--- src/rtl/mem_map_pkg.sv ---
// Shared address-map definitions for the data-side router: region codes,
// register offsets inside the 16-byte IO window and STATUS bit positions.
package mem_map_pkg;

  typedef enum logic [1:0] {
    REG_DMEM,
    REG_FB,
    REG_IO,
    REG_NONE
  } region_t;

  localparam logic [3:0] OFF_MODE   = 4'h0;
  localparam logic [3:0] OFF_STATUS = 4'h4;
  localparam logic [3:0] OFF_CLR    = 4'h8;
  localparam logic [3:0] OFF_COUNT  = 4'hC;

  localparam int ST_PEND   = 0;
  localparam int ST_EMPTY  = 1;
  localparam int ST_FULL   = 2;
  localparam int ST_ERR    = 3;
  localparam int ST_CNT_LO = 8;

endpackage

--- src/rtl/sync_fifo.sv ---
// Synchronous FIFO, registered storage; head visible combinationally (zero when empty).
// Push is ignored while full and pop while empty; no full-cycle bypass.
module sync_fifo #(
  parameter int WIDTH = 8,
  parameter int DEPTH = 4
) (
  input  logic                   clk,
  input  logic                   reset,
  input  logic                   push,
  input  logic [WIDTH-1:0]       push_dat,
  input  logic                   pop,
  output logic [WIDTH-1:0]       pop_dat,
  output logic                   full,
  output logic                   empty,
  output logic [$clog2(DEPTH):0] count
);

  localparam int AW = $clog2(DEPTH);

  logic [AW:0]      r_wr_ptr;
  logic [AW:0]      r_rd_ptr;
  logic [WIDTH-1:0] r_mem [DEPTH];
  logic             w_push;
  logic             w_pop;

  // Extra pointer MSB distinguishes full from empty when the indices match.
  assign empty  = (r_wr_ptr == r_rd_ptr);
  assign full   = (r_wr_ptr[AW] != r_rd_ptr[AW]) &&
                  (r_wr_ptr[AW-1:0] == r_rd_ptr[AW-1:0]);
  assign count  = r_wr_ptr - r_rd_ptr;
  assign w_push = push && !full;
  assign w_pop  = pop && !empty;
  assign pop_dat = empty ? '0 : r_mem[r_rd_ptr[AW-1:0]];

  always_ff @(posedge clk or negedge reset) begin
    if (!reset) begin
      r_wr_ptr <= '0;
      r_rd_ptr <= '0;
    end else begin
      if (w_push) r_wr_ptr <= r_wr_ptr + 1'b1;
      if (w_pop)  r_rd_ptr <= r_rd_ptr + 1'b1;
    end
  end

  always_ff @(posedge clk) begin
    if (w_push) r_mem[r_wr_ptr[AW-1:0]] <= push_dat;
  end

endmodule

--- src/rtl/mem_io_router.sv ---
// Data-side router: core accesses go to dmem (passthrough), framebuffer (posted FIFO)
// or control regs; stalls the core only on a framebuffer store into a full FIFO.
module mem_io_router
  import mem_map_pkg::*;
#(
  parameter int          DATA_W     = 32,
  parameter logic [31:0] FB_BASE    = 32'h1000,
  parameter int          FB_WORDS   = 1024,
  parameter logic [31:0] IO_BASE    = 32'h2000,
  parameter int          WBUF_DEPTH = 4,
  parameter int          MODE_W     = 4
) (
  input  logic                        clk,
  input  logic                        reset,
  input  logic [31:0]                 cpu_addr,
  input  logic [DATA_W-1:0]           cpu_wdata,
  input  logic                        cpu_we,
  output logic [DATA_W-1:0]           cpu_rdata,
  output logic                        cpu_stall,
  output logic [31:0]                 dmem_addr,
  output logic                        dmem_we,
  output logic [DATA_W-1:0]           dmem_wdata,
  input  logic [DATA_W-1:0]           dmem_rdata,
  output logic [$clog2(FB_WORDS)-1:0] fb_addr,
  output logic [DATA_W-1:0]           fb_wdata,
  output logic                        fb_we,
  input  logic                        fb_ready,
  input  logic                        btn_async,
  output logic [MODE_W-1:0]           vga_mode
);

  localparam int          FBA_W  = $clog2(FB_WORDS);
  localparam int          CNT_W  = $clog2(WBUF_DEPTH) + 1;
  localparam logic [31:0] FB_END = FB_BASE + 32'(4 * FB_WORDS);
  localparam logic [31:0] IO_END = IO_BASE + 32'd16;

  region_t               w_region;
  logic [3:0]            w_io_off;
  logic [FBA_W-1:0]      w_fb_idx;
  logic                  w_fb_wr;
  logic                  w_mode_wr;
  logic                  w_clr_wr;
  logic                  w_btn_rise;
  logic                  w_full;
  logic                  w_empty;
  logic [CNT_W-1:0]      w_count;
  logic [DATA_W-1:0]     w_status;

  logic                  r_btn_s1;
  logic                  r_btn_s2;
  logic                  r_btn_s3;
  logic                  r_pend;
  logic                  r_err;
  logic [7:0]            r_press_cnt;
  logic [MODE_W-1:0]     r_mode;

  always_comb begin
    w_region = REG_NONE;
    if (cpu_addr < FB_BASE)                           w_region = REG_DMEM;
    else if (cpu_addr < FB_END)                       w_region = REG_FB;
    else if (cpu_addr >= IO_BASE && cpu_addr < IO_END) w_region = REG_IO;
  end

  assign w_io_off  = 4'(cpu_addr - IO_BASE);
  assign w_fb_idx  = FBA_W'((cpu_addr - FB_BASE) >> 2);
  assign w_fb_wr   = cpu_we && (w_region == REG_FB);
  assign w_mode_wr = cpu_we && (w_region == REG_IO) && (w_io_off == OFF_MODE);
  assign w_clr_wr  = cpu_we && (w_region == REG_IO) && (w_io_off == OFF_CLR);

  assign dmem_addr  = cpu_addr;
  assign dmem_wdata = cpu_wdata;
  assign dmem_we    = cpu_we && (w_region == REG_DMEM);
  assign cpu_stall  = w_fb_wr && w_full;
  assign fb_we      = !w_empty;
  assign vga_mode   = r_mode;

  sync_fifo #(
    .WIDTH (FBA_W + DATA_W),
    .DEPTH (WBUF_DEPTH)
  ) u_wbuf (
    .clk      (clk),
    .reset    (reset),
    .push     (w_fb_wr),
    .push_dat ({w_fb_idx, cpu_wdata}),
    .pop      (fb_we && fb_ready),
    .pop_dat  ({fb_addr, fb_wdata}),
    .full     (w_full),
    .empty    (w_empty),
    .count    (w_count)
  );

  assign w_btn_rise = r_btn_s2 && !r_btn_s3;

  // Sticky flags: a set and a clear landing in the same cycle resolve to set.
  always_ff @(posedge clk or negedge reset) begin
    if (!reset) begin
      r_btn_s1    <= 1'b0;
      r_btn_s2    <= 1'b0;
      r_btn_s3    <= 1'b0;
      r_pend      <= 1'b0;
      r_err       <= 1'b0;
      r_press_cnt <= '0;
      r_mode      <= '0;
    end else begin
      r_btn_s1 <= btn_async;
      r_btn_s2 <= r_btn_s1;
      r_btn_s3 <= r_btn_s2;
      if (w_btn_rise) begin
        r_pend      <= 1'b1;
        r_press_cnt <= r_press_cnt + 8'd1;
      end else if (w_clr_wr && cpu_wdata[ST_PEND]) begin
        r_pend <= 1'b0;
      end
      if (w_region == REG_NONE)                   r_err <= 1'b1;
      else if (w_clr_wr && cpu_wdata[ST_ERR])     r_err <= 1'b0;
      if (w_mode_wr) r_mode <= cpu_wdata[MODE_W-1:0];
    end
  end

  always_comb begin
    w_status                    = '0;
    w_status[ST_PEND]           = r_pend;
    w_status[ST_EMPTY]          = w_empty;
    w_status[ST_FULL]           = w_full;
    w_status[ST_ERR]            = r_err;
    w_status[ST_CNT_LO +: 8]    = r_press_cnt;
  end

  always_comb begin
    cpu_rdata = '0;
    case (w_region)
      REG_DMEM: cpu_rdata = dmem_rdata;
      REG_IO: begin
        case (w_io_off)
          OFF_MODE:   cpu_rdata = DATA_W'(r_mode);
          OFF_STATUS: cpu_rdata = w_status;
          OFF_COUNT:  cpu_rdata = DATA_W'(w_count);
          default:    cpu_rdata = '0;
        endcase
      end
      default:  cpu_rdata = '0;
    endcase
  end

endmodule

--- config.mk ---
export PLATFORM = sky130hd
export DESIGN_NAME = mem_io_router
export DESIGN_NICKNAME = d
export VERILOG_FILES = /design/src/rtl/mem_map_pkg.sv /design/src/rtl/sync_fifo.sv /design/src/rtl/mem_io_router.sv
export SDC_FILE = /design/constraint.sdc
export NUM_CORES = 1
export LEC_CHECK = 0
export CAP_MARGIN = 20
export CELL_PAD_IN_SITES_DETAIL_PLACEMENT = 0
export CELL_PAD_IN_SITES_GLOBAL_PLACEMENT = 1
export CORE_MARGIN = 1.5
export CORE_UTILIZATION = 40
export CTS_CLUSTER_DIAMETER = 50
export DETAILED_ROUTE_END_ITERATION = 8
export DONT_BUFFER_PORTS = 1
export PLACE_DENSITY_LB_ADDON = 0.1
export SYNTH_ARGS = -nofsm -noshare
export SYNTH_HDL_FRONTEND = slang
export SYNTH_SLANG_ARGS = --single-unit
--- constraint.sdc ---
create_clock -name clk -period 10.6 [get_ports clk]
set_input_delay 2.12 -clock clk [delete_from_list [all_inputs] [get_ports clk]]
set_output_delay 2.12 -clock clk [all_outputs]
set_load 0.005 [all_outputs]
==> Word-level counts from Yosys, hierarchy flattened <==
Memories as Yosys holds them, arrays and structs flattened.
Index checks and enable logic that the tools add are counted.
{ "totals": {"regBits": 23, "latch_bits": 0, "ram_bits": 168, "mem_bits_ro": 0, "in_bits": 101, "out_inout_bits": 145, "elab_cells": 62, "memories": 1} }
{ "op_classes": {"add_sub_neg": 6, "multipliers": 0, "div_mod_pow": 0, "order_cmp": 4, "n_eq_ne": 9, "n_shift": 0, "mux": 12, "bitwise": 0, "reduce_logical": 21} }
{ "mem_list": {"columns": ["memory", "depth", "width", "rd", "rd_ports_with_merged_regs", "write_ports", "line_no", "rtl"], "rows": [
  ["u_wbuf.r_mem", 4, 42, 1, 0, 1, "sync_fifo.sv:22", "logic [WIDTH-1:0] r_mem [DEPTH];"]
]} }
{ "op_table": {"columns": ["cell", "count"], "rows": [
  ["less-than comparator 32 x 14 -> 1 bit, second input constant", 2],
  ["case mux 32 bit (2 select lines)", 1],
  ["case mux 16 bit (3 select lines)", 1],
  ["2-to-1 mux 42 bit", 1],
  ["greater-or-equal comparator 32 x 14 -> 1 bit, second input constant", 1],
  ["less-than comparator 32 x 13 -> 1 bit, second input constant", 1],
  ["logical AND 1 bit", 14],
  ["subtractor 12 x 1 -> 12 bit, second input constant", 1],
  ["adder 8 x 1 -> 8 bit, second input constant", 1],
  ["equality test 4 bit, second input constant", 2],
  ["2-to-1 mux 1 bit", 7],
  ["adder 3 x 1 -> 3 bit, second input constant", 2],
  ["equality test 2 bit, second input constant", 2],
  ["equality test 4 x 3 -> 1 bit, second input constant", 1],
  ["logical NOT 4 bit", 1],
  ["2-to-1 mux 2 bit", 2],
  ["nonzero test 2 bit", 2],
  ["subtractor 4 x 1 -> 4 bit, second input constant", 1],
  ["equality test 3 bit", 1],
  ["logical NOT 1 bit", 3],
  ["subtractor 3 bit", 1],
  ["equality test 2 x 1 -> 1 bit, second input constant", 1],
  ["equality test 2 bit", 1],
  ["logical NOT 2 bit", 1],
  ["inequality test 1 bit", 1]
]} }

==> Logic depth before layout (Yosys ltp) <==
Gate-level depths: netlist of run 1.
{ "logic_depth": {"ltp_word": 11, "ltp_mapped": 8, "mapped_depth_nobuf": 8} }

==> By module <==
From an unflattened synthesis of run 1, not the netlist that was laid out.
{ "unflattened": {"cells_unflattened": 501, "hier_area_um2": 8710.9} }
{ "modules_own_cells": {"columns": ["mod", "n_inst", "cells_per_inst", "area_each_um2", "seq_area_each_um2"], "rows": [
  ["sync_fifo", 1, 310, 6936.7, 5195.0],
  ["mem_io_router", 1, 191, 1774.2, 425.4]
]} }

==> Least setup slack after synthesis of run 1 <==
Ideal clock, no wire load.
{ "synth_timing": {"path_kind": "input to register", "from": "in cpu_addr[22]", "to": "mem u_wbuf.r_mem[3][0] in the netlist's numbering (enable)", "t_arrival_ns": 5.197, "path_slack_ns": 4.934, "path_stages": 2, "n_path_buf": 0, "cell_sequence": "or4_4 nor4_2"} }
{ "synth_between": {"elab_chain_cells": 10, "word_cells_on_any_way": 13, "classes_between": "order compare: 4; eq/ne: 1; mux: 5; reduce/logical: 3"} }
{ "synth_rtl": {"columns": ["element", "line_no", "rtl"], "rows": [
  ["from (decl)", "mem_io_router.sv:15", "input logic [31:0] cpu_addr,"],
  ["greater-or-equal comparator 32 x 14 -> 1 bit or less-than comparator 32 x 14 -> 1 bit (tied branches)", "mem_io_router.sv:61", "else if (cpu_addr >= IO_BASE && cpu_addr < IO_END) w_region = REG_IO;"],
  ["logical AND 1 bit", "mem_io_router.sv:61", null],
  ["2-to-1 mux 1 bit", "mem_io_router.sv:61", null],
  ["2-to-1 mux 2 bit", "mem_io_router.sv:60", "else if (cpu_addr < FB_END) w_region = REG_FB;"],
  ["2-to-1 mux 2 bit (*)", "mem_io_router.sv:59", "if (cpu_addr < FB_BASE) w_region = REG_DMEM;"],
  ["equality test 2 x 1 -> 1 bit (*)", "mem_io_router.sv:66", "assign w_fb_wr = cpu_we && (w_region == REG_FB);"],
  ["logical AND 1 bit (*)", "mem_io_router.sv:66", null],
  ["logical AND 1 bit (*)", "sync_fifo.sv:31", "assign w_push = push && !full;"],
  ["2-to-1 mux 1 bit (*)", "sync_fifo.sv:46", "if (w_push) r_mem[r_wr_ptr[AW-1:0]] <= push_dat;"],
  ["2-to-1 mux 1 bit (not written as such) (*)", "sync_fifo.sv:46", null],
  ["to (decl)", "sync_fifo.sv:22", null]
]} }
Mark *: on every way between the ends. The rest lies on a longest branch, timed or not.

==> Final worst setup path of run 1 <==
{ "layout_timing": {"from": "in cpu_addr[5]", "to": "out cpu_rdata[1]"} }
{ "layout_between": {"elab_chain_cells": 7, "word_cells_on_any_way": 11, "classes_between": "order compare: 4; eq/ne: 1; mux: 4; reduce/logical: 2"} }
{ "layout_rtl": {"columns": ["element", "line_no", "rtl"], "rows": [
  ["greater-or-equal comparator 32 x 14 -> 1 bit or less-than comparator 32 x 14 -> 1 bit (tied branches)", "mem_io_router.sv:61", null],
  ["logical AND 1 bit", "mem_io_router.sv:61", null],
  ["2-to-1 mux 1 bit", "mem_io_router.sv:61", null],
  ["2-to-1 mux 2 bit", "mem_io_router.sv:60", null],
  ["2-to-1 mux 2 bit (*)", "mem_io_router.sv:59", null],
  ["equality test 2 bit or logical NOT 2 bit (tied branches)", "mem_io_router.sv:131", "case (w_region)"],
  ["case mux 32 bit (2 select lines) (*)", "mem_io_router.sv:131", null],
  ["to (decl)", "mem_io_router.sv:18", "output logic [DATA_W-1:0] cpu_rdata,"]
]} }
Marks and branches as above.

==> results of run 1 <==
==> stage by stage <==
step / total power (uW) / std cells / cell area [um^2] / setup WS [ns] / util (%)
after detailed placement: 1330 / 689 / 8250 / 4.49 / 40.3
after global placement: 1330 / 689 / 8250 / 4.57 / 40.3
final: 1910 / 724 / 8850 / 4.75 / 43.2
after CTS: 1930 / 721 / 8810 / 4.47 / 43.0
after floorplan: 1250 / 503 / 8440 / 4.93 / -
after global routing: 2000 / 724 / 8850 / 4.62 / 43.2
==> path summary, 6_finish.rpt <==
check,from,endpoint,depth (start not counted)
setup / recovery,cpu_addr[5],cpu_rdata[1],4
min in group asynchronous,reset,r_press_cnt[0],0
setup reg to reg,u_wbuf.r_rd_ptr[0],u_wbuf.r_mem[0][22],6
hold reg to reg,r_btn_s1,r_btn_s2,0
hold / removal,r_btn_s1,r_btn_s2,0
max in group asynchronous,reset,u_wbuf.r_rd_ptr[0],0
==> critical path: stages <==
cell and delay (ns):
sky130_fd_sc_hd__nor4_1 0.56, sky130_fd_sc_hd__and4_1 0.63, sky130_fd_sc_hd__o21ai_0 0.20, sky130_fd_sc_hd__a21oi_1 0.23
==> cell type report <==
| cell class | instances | area (um^2) | share of cell area, % |
|---|---|---|---|
| Sequential cell | 191 | 5630 | 63.6 |
| Tap cell | 270 | 338 | 3.82 |
| Antenna cell | 1 | 2.50 | 0.0283 |
| Multi-Input combinational cell | 218 | 2230 | 25.2 |
| Inverter | 5 | 18.8 | 0.212 |
| Timing Repair Buffer | 7 | 72.6 | 0.820 |
| Clock inverter | 12 | 95.1 | 1.07 |
| Clock buffer | 20 | 468 | 5.29 |
==> placed cells by master (no fill, tap or decap), types with 6 or more instances in the layout <==
cell,instances
sky130_fd_sc_hd__clkbuf_16,18
sky130_fd_sc_hd__xnor2_1,11
sky130_fd_sc_hd__nand2_1,9
sky130_fd_sc_hd__and2_1,63
sky130_fd_sc_hd__inv_6,6
sky130_fd_sc_hd__nor2_1,16
sky130_fd_sc_hd__mux2_2,7
sky130_fd_sc_hd__dfrtp_1,21
sky130_fd_sc_hd__mux4_2,42
sky130_fd_sc_hd__ha_1,8
sky130_fd_sc_hd__a32oi_1,8
sky130_fd_sc_hd__edfxtp_1,168
==> state kept, by name (all words and copies together) (netlist names) <==
signal	flops
vga_mode	4
r_pend	1
u_wbuf.r_wr_ptr	3
r_err	1
r_btn_s1	1
r_btn_s3	1
r_btn_s2	1
r_press_cnt	8
u_wbuf.r_rd_ptr	3
u_wbuf.r_mem	168
==> per-layer routing <==
metal	up-vias	wire length (um)	GRT usage, %
met4	0	361	7.23
met5	-	0	0
met3	26	1060	4.14
li1	1713	-	-
met1	2068	6900	19.2
met2	190	9070	29.3
==> logic make-up (layout without fill, tap and decap cells) <==
kind of cell	Yosys count	in the layout	synth area share [%]
flops	191	191	66.6
fa+ha+maj	9	9	1.42
xor+xnor	13	13	1.35
other cells	0	1	0
mux	51	51	12.4
compound gates	21	21	1.93
buf+inv	94	44	7.20
simple gates	124	124	9.13
==> power by group through the flow <==
stage               Combinational (uW)  Sequential, uW  Clock, uW
floorplan                          389             864          0
global placement                   405             928          0
detailed placement                 406             927          0
CTS                                406             910        618
global route                       440             918        647
finish                             402             906        602
==> metrics list, run 1 <==
- The run finished with clean final reports.
- HPWL after DPL: 10.8 mm
* Fin crit share: 55.2%
* Most numerous cell types in the synthesized netlist: sky130_fd_sc_hd__edfxtp_1, sky130_fd_sc_hd__and2_1, sky130_fd_sc_hd__buf_4
- In this run the static leakage power is 0.00286 uW.
- Of the total power, combinational logic draws 21.1%.
* Overall routing resource usage: 16.6%
* Endpoint arrival time on the critical path: 3.73 ns
* Max-cap violations: 0
* Worst voltage drop across the vdd grid: 0.0965 mV
- Cell with the most instances after synthesis: sky130_fd_sc_hd__edfxtp_1
- For this run, design rule violations remaining after detail routing come to 0.
- Peak clock frequency supported by timing: 171 MHz
- During synthesis, Yosys emitted a total of 0 warnings.
- Clock buffer count from CTS: 17
- TritonCTS built the clock tree.
- From left edge to right edge, the die measures 148 um.
- The first global-routing pass estimated roughly 26 mm of wire.
- In this run the standard cell core region covers 0.0205 mm^2.
- Area share of the largest cell type after synthesis: 59.8%
- Share of post-route cells with drive strength above 1: ~22%
- RSZ-0062 raised after global routing: no
- Initial antenna violation count: 1
- After the first detailed-routing iteration, the DRC count stood at 232.
- Summed negative setup slack over all endpoints: 0 ns
* Number of fill cells: 1810
* Final hold slack: 0.352 ns
- Entering global routing, the biggest net connects 46 pins.
* Number of hold buffers added after cts: 0
* Final setup violating endpoints: 0
- Counting flops with a built-in enable in the synthesized netlist gives 168.
* Library cells used by synthesis: 43
- Placement row count: 52
- The pre-antenna-repair detailed-routing pass consisted of 4 iterations.
* Required time of the worst setup path: roughly 8.5 ns
- Input and output buffers added on the ports amount to 0.
- In this run the power density over the cells is 216 mW/mm^2.
- At the pin with the least slew margin, the transition time is approximately 0.95 ns.
* CP Capture Type: output port
* CTS sink count: 191
- By area the synthesized netlist is led by sky130_fd_sc_hd__edfxtp_1, sky130_fd_sc_hd__mux4_2, sky130_fd_sc_hd__dfrtp_1.
- The initial utilization of the core area, before any placement, comes to between 40% and 50%.
- The H-tree generated during clock tree synthesis spans 4 levels.
* Switching power share of the total: 27.3%
- The root buffer cell chosen for the clock tree is sky130_fd_sc_hd__clkbuf_16.
- The total count of hold-check failures in the final report came to 0.
- Number of cells produced by synthesis: ~500
- Area added between synthesis and finish: 4.85%
- Synthesis inferred ~190 register bits.
- Remaining global-route overflow: 0
* Via count of the first global-routing pass: 4345
- The internal portion of the total power is 1390 uW.
- For this block, the via count after detailed routing is 3997.
- In this run the register-to-register setup slack is 7.08 ns.
- Proportion of synthesized flip-flops having asynchronous set or reset: 12.0%
* Share of power burned in the clock network: 31.5%
- The worst pin sits at a relative slew slack of between 30% and 40%.
- Max-slew violations: 0
- For this run, the leading register cell type out of synthesis is sky130_fd_sc_hd__edfxtp_1.
* Wire per inst: 24.0 um
- The later pin in the worst-skew pair is clocked with a latency of between 0.4 and 0.5 ns.
- Post-CTS setup repair buffer count: 0
- Post-CTS repair changed the size of 0 cells.
* Y dimension of the die: between 100 and 150 um
* Vias/cell: 5.52
- For this design the top-level I/O count stands at 246.
- In this run the mean area of a mapped cell was 16.8 um^2.
- Of the synthesized area, sequential elements account for 66.6%.
- The detail route stage leaves a number of antenna-violating nets equal to 0.
- The number of nets handed over by synthesis was 613.
- The min-delay analysis places its worst path in the category flop to flop.
- Crit path max fanout: 14
- Part of the total power dissipated in sequential elements: 47.4%
* Reg clk slew, reported paths: 0.07 ns
* Overall die area: 0.0220 mm^2
- The final layout contains 550 nets.
* Gp weighted congestion: 0.791
- The worst setup path is launched from a primary input.
- Post-Synthesis Cell Area: 0.00844 mm^2
- Summed over all layers, the routed wires come to between 15 and 20 mm.
* Library cell with the largest summed area after synthesis: sky130_fd_sc_hd__edfxtp_1
* Clock Skew: 0.00965 ns
* Number of buffers on the longest clock path: 2
* Startpoint-to-endpoint class of the critical path: primary input to output port
- Summed over all nets, the switching power comes to 521 uW.
- Final Critical Period: 5.85 ns
(Power assumes the default switching activity.)
==> run 2: changes to the inputs <==
- clock period: 10.6 -> 5.8 ns (I/O delays scaled with it)
==> run 2 against run 1 <==
Effect of this change:
- die area unchanged
- sequential cell count is the same
- clock power grew 81%
- clock-buffer cell count down 2
- setup slack got worse by 2.9 ns
- global-route usage is essentially flat
- cell count is the same
- wire length increased by 2.3%
- sequential share of layout area hardly changed
- critical endpoint unchanged
==> metrics list, run 2 (synthesized netlist as in run 1, its figures left out) <==
- Status: finished clean (unchanged).
- The power dissipated by switching net loads was 977 uW (was 521 uW).
* Pin count of the biggest net entering global routing: 46 (unchanged)
* Reg2Reg Launch Point: u_wbuf.r_wr_ptr[0] (was u_wbuf.r_rd_ptr[0])
- The overall die width was 148 um (unchanged).
- The I/O pin count came to 246 (unchanged).
* Worst setup slack for register-to-register paths: 2.75 ns (was 7.08 ns)
- Clock network latency to the later pin of the worst-skew pair: 0.42 ns (was 0.43 ns)
* Initial DRC Count: 159 (was 232)
- Cell total after placement: 690 (was 689)
- The worst hold path stage count was 0 (unchanged).
- The final worst clock skew came to 0.00949 ns (was 0.00965 ns).
- Part of the total power dissipated in sequential elements: 44.7% (was 47.4%)
* Diode insertion count for antenna repair: 0 (was 1)
- Standard cell core area: 0.0205 mm^2 (unchanged)
- The launch instance of the worst min-delay path was r_btn_s1 (unchanged).
- The total count of hold-check failures in the final report is 0 (unchanged).
- The count of input and output buffers is 0 (unchanged).
- Most common cell after layout, fill and taps aside: sky130_fd_sc_hd__edfxtp_1 (unchanged)
* Routed Wire Length: 17.8 mm (was 17.4 mm)
- Worst voltage drop across the vdd grid: 0.302 mV (was 0.0965 mV)
* Summed negative setup slack over all endpoints: 0 ns (unchanged)
* CP Capture Type: output port (unchanged)
- The total clock sinks is 191 (unchanged).
* Critical Path Source Type: primary input (unchanged)
* HPWL after DPL: 11.1 mm (was 10.8 mm)
* Number of hold buffers added after cts: 0 (unchanged)
- The count of placed standard cells in the final layout, fillers left out came to 724 (unchanged).
- Root Driver: sky130_fd_sc_hd__clkbuf_16 (unchanged)
* Y dimension of the die: 148 um (unchanged)
- The starting density of the core is 41.2% (unchanged).
- First-pass DRT Iterations: 4 (unchanged)
* TritonCTS clock tree: done (unchanged)
* Switching power share of the total: 28.0% (was 27.3%)
* Number of buffers on the longest clock path: 2 (unchanged)
* Initial antenna violation count: 0 (was 1)
- The total of endpoints with negative setup slack in the final report came to 0 (unchanged).
- Number of fill cells: 1842 (was 1810)
* Overall routing resource usage: 16.6% (about the same)
* Remaining global-route overflow: 0 (unchanged)
- The design internal power is 2510 uW (was 1390 uW).
* Worst hold path class: flop to flop (unchanged)
- The number of cells upsized or downsized after cts came to 0 (unchanged).
- The number of buffers added by the clock tree synthesis step was 17 (unchanged).
- Power per cell area: 395 mW/mm^2 (was 216 mW/mm^2)
- Required time of the worst setup path: 4.64 ns (was 8.48 ns)
- Transition time at the pin with the least slew margin: 1.01 ns (was 0.953 ns)
* Proportion of power drawn by combinational gates: 24.1% (was 21.1%)
* Fin crit share: 67.8%
- Total power of the final layout: 3490 uW (was 1910 uW)
* Capture endpoint of the worst hold path: r_btn_s2 (unchanged)
* Number of nets with antenna violations after detailed routing: 0 (unchanged)
- CTS H-Tree Depth: 4 (unchanged)
* Setup crit start: cpu_addr[5] (unchanged)
* First-pass GRT wire length: 26.0 mm (about the same)
- The post-detailed-placement cell area is 0.00826 mm^2 (was 0.00825 mm^2).
* Count of vias placed by the detailed router: 3951 (was 3997)
- The row count came to 52 (unchanged).
- RSZ-0062 raised after global routing: no (unchanged)
- The area growth from synthesis to final layout was 4.82% (was 4.85%).
- Peak clock frequency supported by timing: 254 MHz
- The post-layout net count came to 551 (was 550).
- The arrival time at the worst endpoint came to 2.77 ns (was 3.73 ns).
* Wire per inst: 24.6 um (was 24.0 um)
* Max-slew violations: 0 (unchanged)
* Via count of the first global-routing pass: 4301 (was 4345)
* Slew headroom: 33.0% (was 36.5%)
* Share of power burned in the clock network: 31.2% (was 31.5%)
- Capture instance of the worst register-to-register path: u_wbuf.r_mem[2][40] (was u_wbuf.r_mem[0][22])
- The flip-flop count of the largest register after layout came to 168 (unchanged).
- The kind of critical path is primary input to output port (unchanged).
* Gp weighted congestion: 0.790 (was 0.791)
- The cell area after layout was 0.00885 mm^2 (about the same).
* Cells on worst reg2reg path: 7 (was 6)
* Crit path max fanout: 14 (unchanged)
* Static leakage: 0.00285 uW (was 0.00286 uW)
* Max-cap violations: 0 (unchanged)
- Commonest cells after routing, fill and taps aside: sky130_fd_sc_hd__edfxtp_1, sky130_fd_sc_hd__and2_1, sky130_fd_sc_hd__mux4_2 (unchanged).
- Post-CTS setup repair buffer count: 0 (unchanged)
* Share of post-route cells with drive strength above 1: 22.2% (was 22.3%)
- Reg clk slew, reported paths: 0.07 ns (about the same)
- The final routed DRC violation total is 0 (unchanged).
* Overall die area: 0.0220 mm^2 (unchanged)
- Vias/cell: 5.46 (was 5.52)
- The routed design could run at a clock period as short as approximately 4 ns.
run 2: cell type report:
class / count / area, um^2 / share of cell area, %
inverters: 5 / 18.8 / 0.212
multi-input cells: 218 / 2230 / 25.2
clock buffers: 18 / 429 / 4.85
repair buffers: 8 / 80.1 / 0.905
flip-flops and latches: 191 / 5630 / 63.6
well taps: 270 / 338 / 3.82
clock inverters: 14 / 126 / 1.43
run 2: how the worst max path moves through the flow:
stage	endpoint	slack, ns
after floorplan	u_wbuf.r_mem[3][0]	1.09
after global placement	cpu_rdata[6]	1.69
after detailed placement	cpu_rdata[6]	1.62
after CTS	cpu_rdata[6]	1.61
after global routing	cpu_rdata[2]	1.72
final	cpu_rdata[1]	1.87
run 2: layer usage:
layer | share of wire (%) | wire, um | up-vias | GRT usage, %
li1 | - | - | 1717 | -
met1 | 40 | 7050 | 2035 | 18.7
met2 | 53 | 9360 | 178 | 29.9
met3 | 6.3 | 1110 | 21 | 4.88
met4 | 1.5 | 261 | 0 | 5.74
met5 | 0 | 0 | - | 0
run 2: per-stage QoR:
stage | hold slack (ns) | util [%] | setup WS, ns
5_1_grt | 0.377 | 43.2 | 1.72
4_1_cts | 0.362 | 43.0 | 1.61
3_3_place_gp | 0.335 | 40.3 | 1.69
2_1_floorplan | 0.331 | - | 1.09
3_5_place_dp | 0.345 | 40.3 | 1.62
6_report | 0.360 | 43.2 | 1.87
run 2: critical path, cell delays in order:
cell                      delay [ns]
sky130_fd_sc_hd__nor4_1         0.56
sky130_fd_sc_hd__and4_1         0.64
sky130_fd_sc_hd__o21ai_0        0.17
sky130_fd_sc_hd__a21oi_1        0.24
run 2: power by group through the flow:
| stage | clock (uW) | combinational, uW | sequential (uW) |
|---|---|---|---|
| 2_1_floorplan | 0 | 711 | 1580 |
| 3_3_place_gp | 0 | 857 | 1590 |
| 3_5_place_dp | 0 | 864 | 1590 |
| 4_1_cts | 1120 | 862 | 1560 |
| 5_1_grt | 1170 | 927 | 1560 |
| 6_report | 1090 | 842 | 1560 |
==> run 3: changes to the inputs <==
- clock period: 5.8 -> 3.55 ns (I/O delays scaled with it)
==> run 3 against run 2 <==
Effect of this change:
- clock power rose by 76%
- clock-buffer cell count fell by 1
- setup slack worse by 1.3 ns
- critical path depth increased by 4
- final area increased by 1.5%
- wire length shrank 0.54%
- utilization grew 0.66 points
==> metrics list, run 3 (synthesized netlist as in run 1, its figures left out) <==
* Gp weighted congestion: 0.716 (was 0.790)
- Vias/cell: 5.48 (was 5.46)
* Critical-path cell with the highest stage delay: sky130_fd_sc_hd__fa_1 (was sky130_fd_sc_hd__and4_1)
- Share of power burned in the clock network: 32.7% (was 31.2%)
- CTS H-Tree Depth: 4 (unchanged)
* Remaining global-route overflow: 0 (unchanged)
- The area growth from synthesis to final layout was 6.42% (was 4.82%).
* Proportion of power drawn by combinational gates: 23.8% (was 24.1%)
* Crit path max fanout: 4 (was 14)
* Initial DRC Count: 196 (was 159)
* CTS sink count: 191 (unchanged)
- The sequential fraction of design power came to 43.5% (was 44.7%).
* Pin count of the biggest net entering global routing: 45 (was 46)
- HPWL after DPL: 11.1 mm (about the same)
- The leakage power figure came to 0.00290 uW (was 0.00285 uW).
- Commonest cells after routing, fill and taps aside: sky130_fd_sc_hd__edfxtp_1, sky130_fd_sc_hd__and2_1, sky130_fd_sc_hd__mux4_2 (unchanged)
- The floorplan die height came to 148 um (unchanged).
* Number of flip-flops under the largest register name: 168 (unchanged)
- Switching power of the nets: 1620 uW (was 977 uW)
- Worst hold path class: primary input to async pin (was flop to flop)
- The clock tree from TritonCTS was done (unchanged).
* Cells along the critical path: inv_1 > ha_1 > inv_1 > fa_1 > nand3_1 > o21ai_0 > o21ai_0 > a21oi_1 (was nor4_1 > and4_1 > o21ai_0 > a21oi_1)
- Most common cell after layout, fill and taps aside: sky130_fd_sc_hd__edfxtp_1 (unchanged)
- The area inside the core boundary was 0.0205 mm^2 (unchanged).
- Number of cells upsized or downsized after cts: 0 (unchanged)
* Max-cap violations: 0 (unchanged)
- The critical path launch point type is a flop (was primary input).
- Summed negative setup slack over all endpoints: 0 ns (unchanged)
- The die outline area was 0.0220 mm^2 (unchanged).
- Endpoint arrival time on the critical path: 2.30 ns (was 2.77 ns)
- Worst path top cell family by delay: adder cells (was simple AND/OR/NAND/NOR gates)
- Peak clock frequency supported by timing: between 300 and 400 MHz
* Cell total after placement: 696 (was 690)
- Switching power share of the total: 27.5% (was 28.0%)
- Worst voltage drop across the vdd grid: 0.379 mV (was 0.302 mV)
- Post-CTS setup repair buffer count: 0 (unchanged)
- Number of nets with antenna violations after detailed routing: 0 (unchanged)
- Share of post-route cells with drive strength above 1: 23.5% (was 22.2%)
- Worst setup slack for register-to-register paths: 1.22 ns (was 2.75 ns)
* Initial core utilization: 41.2% (unchanged)
- The cell at the root of the clock tree is sky130_fd_sc_hd__clkbuf_16 (unchanged).
- Count of vias placed by the detailed router: 4003 (was 3951)
- Finished Layout Cells: 730 (was 724)
- Fin crit share: 84.7%
- Status: finished clean (unchanged).
- Cell internal power dissipation: 4260 uW (was 2510 uW)
- Clock buffer count from CTS: 17 (unchanged)
- Initial antenna violation count: 1 (was 0)
- The row count was 52 (unchanged).
- Power per cell area: 654 mW/mm^2 (was 395 mW/mm^2)
- The overall die width came to 148 um (unchanged).
* Number of buffers on the longest clock path: 2 (unchanged)
- The worst endpoint required time was 2.84 ns (was 4.64 ns).
- Number of hold buffers added after cts: 1 (was 0)
- The delay of the slowest critical-path stage came to 0.49 ns (was 0.64 ns).
- The buffers plus inverters on the worst setup path came to 2 (was 0).
- The total wirelength of the detailed-routed design is 17.7 mm (was 17.8 mm).
* Reg clk slew, reported paths: 0.07 ns (about the same)
- Final Critical Period: between 3 and 4 ns
- The global-route wire length before repair is 26.0 mm (about the same).
* Count of input and output buffers: 0 (unchanged)
- The number of global-route vias before repair was 4284 (was 4301).
- RSZ-0062 raised after global routing: no (unchanged).
* Clock network latency to the later pin of the worst-skew pair: 0.42 ns (about the same)
* Reg2Reg Launch Point: u_wbuf.r_wr_ptr[0] (unchanged)
- The number of search-and-repair iterations in the first detailed-routing pass came to 4 (unchanged).
* Number of fill cells: 1789 (was 1842)
- Final hold violation count: 0 (unchanged)
- CP Capture Type: output port (unchanged)
- I/O pin cnt: 246 (unchanged)
- The worst-margin pin slew is 0.707 ns (was 1.01 ns).
- Max-slew violations: 0 (unchanged)
- Startpoint-to-endpoint class of the critical path: flop to output port (was primary input to output port)
* Slew headroom: 52.9% (was 33.0%)
* Clock Skew: 0.00972 ns (was 0.00949 ns)
* Final setup violating endpoints: 0 (unchanged)
- The global-route usage over all layers was 16.7% (was 16.6%).
- Wire per inst: 24.2 um (was 24.6 um)
- Cells on worst reg2reg path: 7 (unchanged)
- The worst flop-to-flop path endpoint is u_wbuf.r_mem[2][36] (was u_wbuf.r_mem[2][40]).
- Nets@finish: 556 (was 551)
* DRC violations left: 0 (unchanged)
==> run 3: cell count changes in the layout (fill, tap and decap cells not counted), sizes merged, moves of 2 or more <==
| cell | delta |
|---|---|
| buf | +6 |
| bufinv | +2 |
| clkbuf | -2 |
| clkinv | -5 |
| clkinvlp | +2 |
| inv | +2 |
==> run 3: worst max path at each step <==
stage | endpoint | cells after the start | slack [ns] | startpoint
after global placement | cpu_stall | 4 | 0.55 | cpu_addr[27]
after floorplan | u_wbuf.r_mem[3][0] | 7 | 0.11 | u_wbuf.r_rd_ptr[1]
after global routing | cpu_rdata[1] | 8 | 0.32 | u_wbuf.r_wr_ptr[0]
final | cpu_rdata[1] | 8 | 0.54 | u_wbuf.r_wr_ptr[0]
after CTS | cpu_stall | 4 | 0.49 | cpu_addr[19]
after detailed placement | cpu_stall | 4 | 0.50 | cpu_addr[19]
==> run 3: power groups by stage <==
stage          sequential (uW)  clock (uW)  combinational (uW)
2_1_floorplan             2580           0                1160
3_3_place_gp              2600           0                1440
3_5_place_dp              2600           0                1440
4_1_cts                   2560        1970                1450
5_1_grt                   2570        2060                1540
6_report                  2560        1920                1400
==> run 3: layout make-up <==
type                            instances  area [um^2]  share of cell area (%)
Antenna cell                            1         2.50                  0.0279
Tap cell                              270          338                    3.76
Sequential cell                       191         5630                    62.6
Multi-Input combinational cell        218         2230                    24.8
Clock inverter                         15          170                    1.89
Timing Repair Buffer                   13          173                    1.92
Inverter                                5         18.8                   0.209
Clock buffer                           17          425                    4.74
==> run 3: layer usage <==
| layer | share of wire, % | GRT usage, % |
|---|---|---|
| met4 | 2.9 | 7.57 |
| met5 | 0 | 0 |
| met3 | 7.6 | 5.46 |
| met2 | 51 | 28.9 |
| met1 | 39 | 18.8 |
==> run 3: per-stage QoR <==
stage | util, % | total power, uW | cell area [um^2] | setup WS (ns) | hold slack [ns]
after detailed placement | 40.8 | 4040 | 8360 | 0.498 | 0.335
after CTS | 43.8 | 5980 | 8980 | 0.489 | 0.0714
after global routing | 43.8 | 6170 | 8980 | 0.317 | 0.0684
final | 43.8 | 5870 | 8980 | 0.542 | 0.0874
after floorplan | - | 3740 | 8450 | 0.105 | 0.331
after global placement | 40.8 | 4040 | 8360 | 0.547 | 0.334
